[src/rtl/flipflop_pkg.sv]
// Shared definitions for the flip-flop / edge-counter family: synchronizer
// depth and the load-value clamp used by the counter and its reference model.
package flipflop_pkg;

    localparam int SYNC_STAGES = 2;

    // Limit a value to the legal count range 0..modulus-1.
    function automatic int unsigned clamp_mod(input int unsigned val,
                                              input int unsigned modulus);
        return (val >= modulus) ? (modulus - 1) : val;
    endfunction

endpackage

[src/rtl/t_ff_cell.sv]
// Single T-type toggle cell with a direct load path. Load wins over toggle.
module t_ff_cell (
    input  logic clk,
    input  logic rst,
    input  logic t,
    input  logic ld,
    input  logic ld_val,
    output logic q
);

    logic q_q;
    logic q_d;

    // Next state: load, else toggle when t is set, else hold.
    always_comb begin
        q_d = q_q;
        if (ld) begin
            q_d = ld_val;
        end else if (t) begin
            q_d = ~q_q;
        end
    end

    // State flop, cleared asynchronously.
    always_ff @(posedge clk or posedge rst) begin
        if (rst) begin
            q_q <= 1'b0;
        end else begin
            q_q <= q_d;
        end
    end

    assign q = q_q;

endmodule

[src/rtl/t_edge_counter.sv]
// Modulo up/down counter of rising edges on an asynchronous event input.
// d is synchronized, edge-detected, and each accepted edge steps a bank of
// T cells; wrap boundaries and loads go through the cells' load path.
module t_edge_counter
    import flipflop_pkg::*;
#(
    parameter int WIDTH   = 4,
    parameter int MODULUS = 10
) (
    input  logic             clk,
    input  logic             rst,
    input  logic             d,
    input  logic             en,
    input  logic             up,
    input  logic             load,
    input  logic [WIDTH-1:0] load_val,
    output logic [WIDTH-1:0] q,
    output logic             tc,
    output logic             edge_seen
);

    localparam logic [WIDTH-1:0] MAX_Q = WIDTH'(MODULUS - 1);

    logic [SYNC_STAGES-1:0] sync_q;
    logic [SYNC_STAGES-1:0] sync_d;
    logic                   d_prev_q;
    logic                   d_prev_d;
    logic                   edge_seen_q;
    logic                   edge_seen_d;
    logic                   tc_q;
    logic                   tc_d;

    logic                   d_s;
    logic                   rise;
    logic                   step;
    logic [WIDTH-1:0]       q_cnt;
    logic [WIDTH-1:0]       load_clamped;
    logic [WIDTH-1:0]       t_vec;
    logic [WIDTH-1:0]       cell_ld_val;
    logic                   cell_ld;
    logic                   low_ones;
    logic                   low_zeros;

    assign d_s          = sync_q[SYNC_STAGES-1];
    assign rise         = d_s & ~d_prev_q;
    assign step         = rise & en & ~load;
    assign load_clamped = WIDTH'(clamp_mod(32'(load_val), 32'(MODULUS)));

    // Input path next-state: shift d through the synchronizer, track history.
    always_comb begin
        sync_d      = {sync_q[SYNC_STAGES-2:0], d};
        d_prev_d    = d_s;
        edge_seen_d = rise;
    end

    // Toggle enables from the low-order bits, overridden by load or wrap.
    always_comb begin
        t_vec       = '0;
        cell_ld     = 1'b0;
        cell_ld_val = '0;
        tc_d        = 1'b0;
        low_ones    = 1'b1;
        low_zeros   = 1'b1;
        for (int i = 0; i < WIDTH; i++) begin
            t_vec[i]  = step & (up ? low_ones : low_zeros);
            low_ones  = low_ones & q_cnt[i];
            low_zeros = low_zeros & ~q_cnt[i];
        end
        if (load) begin
            cell_ld     = 1'b1;
            cell_ld_val = load_clamped;
        end else if (step && up && (q_cnt == MAX_Q)) begin
            cell_ld     = 1'b1;
            cell_ld_val = '0;
            tc_d        = 1'b1;
        end else if (step && !up && (q_cnt == '0)) begin
            cell_ld     = 1'b1;
            cell_ld_val = MAX_Q;
            tc_d        = 1'b1;
        end
    end

    // Synchronizer, edge history and output pulse registers.
    always_ff @(posedge clk or posedge rst) begin
        if (rst) begin
            sync_q      <= '0;
            d_prev_q    <= 1'b0;
            edge_seen_q <= 1'b0;
            tc_q        <= 1'b0;
        end else begin
            sync_q      <= sync_d;
            d_prev_q    <= d_prev_d;
            edge_seen_q <= edge_seen_d;
            tc_q        <= tc_d;
        end
    end

    for (genvar i = 0; i < WIDTH; i++) begin : g_cell
        t_ff_cell u_cell (
            .clk    (clk),
            .rst    (rst),
            .t      (t_vec[i]),
            .ld     (cell_ld),
            .ld_val (cell_ld_val[i]),
            .q      (q_cnt[i])
        );
    end

    assign q         = q_cnt;
    assign tc        = tc_q;
    assign edge_seen = edge_seen_q;

endmodule

[config.mk]
export PLATFORM = sky130hd
export DESIGN_NAME = t_edge_counter
export DESIGN_NICKNAME = d
export VERILOG_FILES = /design/src/rtl/flipflop_pkg.sv /design/src/rtl/t_ff_cell.sv /design/src/rtl/t_edge_counter.sv
export SDC_FILE = /design/constraint.sdc
export NUM_CORES = 1
export LEC_CHECK = 0
export CAP_MARGIN = 20
export CELL_PAD_IN_SITES_DETAIL_PLACEMENT = 0
export CELL_PAD_IN_SITES_GLOBAL_PLACEMENT = 1
export CORE_MARGIN = 1
export CORE_UTILIZATION = 32
export CTS_CLUSTER_DIAMETER = 120
export DETAILED_ROUTE_END_ITERATION = 10
export PLACE_DENSITY_LB_ADDON = 0.1
export SYNTH_ARGS = -nofsm -noshare
export SYNTH_HDL_FRONTEND = slang
export SYNTH_SLANG_ARGS = --single-unit
[constraint.sdc]
create_clock -name clk -period 2 [get_ports clk]
set_clock_uncertainty 0.1 [all_clocks]
set_input_delay 0.4 -clock clk [delete_from_list [all_inputs] [get_ports clk]]
set_output_delay 0.4 -clock clk [all_outputs]
set_load 0.01 [all_outputs]
Word level (Yosys, flattened, before mapping) --
Cells that the tools add are included.
Operators by class: order comparisons 1, equal/unequal tests 1, multiplexer cells 19, bitwise operators 16, reductions and logical operators 10
Operators by type and width (count):
- $mux 4 | 4
- $mux 1 | 15
- $and 1x1->1 | 10
- $reduce_bool 2->1 | 4
- $not 1->1 | 6
- $eq 4x4->1 const B | 1
- $ge 4x4->1 const B | 1
- $logic_and 1x1->1 | 4
- $logic_not 4->1 | 1
- $logic_not 1->1 | 1
Storage, ports and cells: flip-flop bits (word level) 9

Longest topological paths before layout --
depth after elaboration 10, mapped depth 5, gate-level depth less buffers 4

Modules after synthesis --
Synthesis repeated with hierarchy kept, for this count alone.
Unflattened totals: cells, all modules 53, area, all modules 484.2 um^2
By module, submodules not included:
- t_edge_counter | instances 1, cells each 33, area each 299.0 um^2, sequential area each 125.1 um^2
- t_ff_cell | instances 4, cells each 5, area each 46.3 um^2, sequential area each 25.0 um^2

Worst setup path before layout --
Ideal clock, no wire load.
path type input -> register, start input port load, end register g_cell[2].u_cell.q_q, data arrival time 1492 ps, required time 1814 ps, setup slack 322 ps, stages 5, path buffers 1, cell sequence nand4bb_1 > buf_2 > or4_1 > a21o_1 > a32oi_1
On the way: cells in the longest elaborated chain, start to end 8
Ends and longest elaborated chain:
- start: declaration | line t_edge_counter.sv:15 | input logic load,
- $not 1->1 | line t_edge_counter.sv:46 | assign step = rise & en & ~load;
- $and 1x1->1 | line t_edge_counter.sv:46
- $logic_and 1x1->1 (2 in a row) | line t_edge_counter.sv:76 | end else if (step && !up && (q_cnt == '0)) begin
- $mux 1 | line t_edge_counter.sv:76
- $mux 1 | line t_edge_counter.sv:72 | end else if (step && up && (q_cnt == MAX_Q)) begin
- $mux 1 | line t_edge_counter.sv:69 | if (load) begin
- $mux 1 / $reduce_bool 2->1 (equally long branches)
- end signal: assignment | line t_ff_cell.sv:29 | q_q <= q_d;
- end: declaration | line t_ff_cell.sv:11 | logic q_q;
Parallel ways exist; a longest one is shown, timed or not. A chain may end at the register's enable or synchronous reset.

Final worst setup path --
Ends and elaborated chain as after synthesis.

==> results.txt <==
The worst setup path is launched from a primary input. The finished cells cover 734 um^2. The run gives 0 as the antenna diode count. The total of cells resized after clock tree synthesis came out at 0. In this run, the number of DRC markers left after iteration 0 of detailed routing was 14. The tools report the part of the power in registers as 0.438. The flow ran to the end, and the final reports show no timing, DRC or antenna violations.

The wire length per cell is 12.9 um. The startpoint identified for the worst hold timing path is sync_q[0]. The reg-to-reg startpoint is d_prev_q. The total global-route track usage is 0.148, and the total global routing overflow is 0. The maximum resistive drop on vdd came out at 0.000409 V. After clock tree synthesis, the flow added hold-fix buffers numbering 0. Dividing total power by cell area gives a power density of 645 nW/um^2. The starting utilization of the core area was 0.350; the signed area change from the synthesized netlist to the final layout was 36.2%. The longest clock path from root to sink contains 2 buffers.

For the worst setup path, the data arrival time is 1.89 ns. The run gives 0.26 ns as the clock insertion delay at the later pin of the skew report. The iteration count of the initial detailed-routing pass was 4; the total CTS buffers was 3. The H-tree depth is 1, and the routed via count divided by cell count is 5.32.

The number of global-route vias before repair was 435. After synthesis, the netlist uses 27 different library cells. The switching share of total power is 0.282. Setup repair after global routing left no endpoint under its margin. The logs give 0.263 for the combinational share of power and 0.300 for the share of total power in the clock network. The worst setup path is captured at a flip-flop. The die covers 1850 um^2.

The run gives 0.760 as the worst relative slew slack. Averaged over all synthesized cells, the footprint is 8.70 um^2. The final RePlAce weighted congestion came out at 0.696. The cell sitting at the root of the clock tree is a sky130_fd_sc_hd__clkbuf_4.

The count of nets left with antenna violations once routing finished came out at 0. The logs give 0 for the final hold violation count and 0 for the number of remaining DRC errors. The worst setup path is of the in2reg kind.

In the layout the commonest cells are sky130_fd_sc_hd__clkdlybuf4s50_1 (15), sky130_fd_sc_hd__dfrtp_1 (9). The fraction of layout cells with a size suffix above 1 was 0.127; the largest fanout on the critical path was 2. Detailed routing inserted a total of 505 vias. Setup violations remaining at the end of the flow were counted as 0. CTS saw 9 sinks. Leaving out fill and tap cells, the most frequent cell in the layout is sky130_fd_sc_hd__clkdlybuf4s50_1. The power dissipated by switching net loads was 133 uW. Wires add up to 1.22 mm. Timing would allow up to 550 MHz. In this run, synthesis produced a sequential element count of 9. For this run, the post-layout net count is 90.

The count of buffers added on input and output ports is 15. The die height came out at 43.1 um. After detailed placement, the total cell area comes to 708 um^2. The run gives 0 as the number of warnings printed during yosys synthesis. Tracing the worst setup path back leads to its startpoint at load. The logs give 850 um for the final HPWL from detailed placement and 0.38 ns for the worst reg-to-reg setup slack. The total area inside the core boundary comes to 1540 um^2.

The run gives 0 as the max capacitance violation total. For the pin with the worst max-slew slack, the measured transition is 0.350 ns. The die is 43.1 um wide. Entering global routing, the biggest net connects 12 pins. At the worst endpoint, the required time is 2.07 ns. The post-route minimum period was 1.82 ns; the leakage power figure was 0.000290 uW. In this run the cell area of the synthesized design comes to 539 um^2. The initial antenna violation count was 0; the number of pins with negative max-slew slack in the final report was 0. The ratio of final minimum period to clock period is 0.908, and the net count of the mapped netlist is 72. The first global-routing pass estimated 2.01 mm of wire. Row generation in the floorplan step produced 14 rows.

Total power for the finished layout comes to 474 uW. After clock tree synthesis, the clock-pin slew on the worst setup and hold paths is 0.06 ns. The cell count after synthesis came out at 62. TritonCTS built the clock tree.

The logs give 0.418 for the sequential element share of the synthesized area and 16 for the number of top-level pins. The worst hold path belongs to the class reg2reg. The internal portion of the total power is 340 uW.

Once the clock tree was built, the setup fixing pass inserted 0 buffers.
==> cell type report <==
type	count	area [um^2]
clock buffers	4	26.3
fillers	160	807
inverters	1	3.75
multi-input cells	44	264
flip-flops and latches	9	225
well taps	16	20.0
repair buffers	21	195
==> worst paths after layout <==
check | to | cells after the start
worst max-delay path | g_cell[2].u_cell.q | 5
worst min-delay path | sync_q[1] | 0
worst max register to register | g_cell[2].u_cell.q | 4
worst min register to register | sync_q[1] | 0
max in group asynchronous | g_cell[0].u_cell.q | 2
min in group asynchronous | edge_seen | 2
==> registers in the layout (all words and copies together), names as in the netlist <==
register	count
tc	1
sync_q	2
edge_seen	1
d_prev_q	1
g_cell.u_cell.q	4
==> power by group through the flow <==
stage	combinational [uW]	sequential [uW]	clock (uW)
floorplan	74.4	207	0
global route	136	210	156
finish	124	207	142
global placement	124	211	0
CTS	126	208	150
detailed placement	124	211	0
==> cell usage after synthesis (all sizes together) <==
library cell / n / area [um^2]
a21o: 2 / 15.0
o31a: 2 / 17.5
nor2: 3 / 11.3
a2111oi: 1 / 8.76
buf: 5 / 35.0
or3: 1 / 6.26
nor3: 1 / 5.00
nor4: 1 / 6.26
inv: 1 / 3.75
nand4b: 1 / 8.76
clkbuf: 3 / 11.3
dfrtp: 9 / 225
nand4bb: 1 / 11.3
nand3: 2 / 10.0
o21a: 1 / 7.51
or4: 1 / 7.51
o22ai: 1 / 6.26
nand2b: 2 / 12.5
nand2: 6 / 22.5
xor2: 1 / 8.76
nor2b: 6 / 37.5
a21oi: 2 / 10.0
a32oi: 1 / 8.76
o21ai: 6 / 30.0
or2: 1 / 6.26
a31oi: 1 / 6.26
==> worst max-delay path, cell delays in order <==
cell,delay [ns]
sky130_fd_sc_hd__clkdlybuf4s50_1,0.43
sky130_fd_sc_hd__nand4bb_1,0.20
sky130_fd_sc_hd__or4_1,0.47
sky130_fd_sc_hd__a21o_1,0.19
sky130_fd_sc_hd__a32oi_1,0.20
==> kinds of logic (layout without fill, tap and decap cells) <==
group | after synthesis | count (layout) | synth area share
flops | 9 | 9 | 0.418
simple gates | 26 | 26 | 0.269
xor+xnor | 1 | 1 | 0.0162
compound gates | 17 | 17 | 0.204
buf+inv | 9 | 26 | 0.0928
==> layer usage <==
layer / global-route usage / vias up / part of all wire
met3: 0.0638 / 0 / 0.047
met5: 0 / - / 0
met4: 0.0182 / 0 / 0
met1: 0.195 / 241 / 0.50
met2: 0.233 / 15 / 0.46
li1: - / 249 / -
==> stage by stage <==
| step | hold WS [ns] | instances | setup TNS [ns] | setup slack [ns] | utilization |
|---|---|---|---|---|---|
| CTS | 0.258 | 95 | 0 | 0.178 | 0.476 |
| global route | 0.270 | 95 | 0 | 0.149 | 0.476 |
| detailed placement | 0.243 | 91 | -0.0517 | -0.0517 | 0.459 |
| floorplan | 0.128 | 62 | 0 | 0.322 | - |
| finish | 0.255 | 95 | 0 | 0.183 | 0.476 |
| global placement | 0.235 | 91 | -0.0480 | -0.0480 | 0.459 |
(Power assumes the default switching activity.)
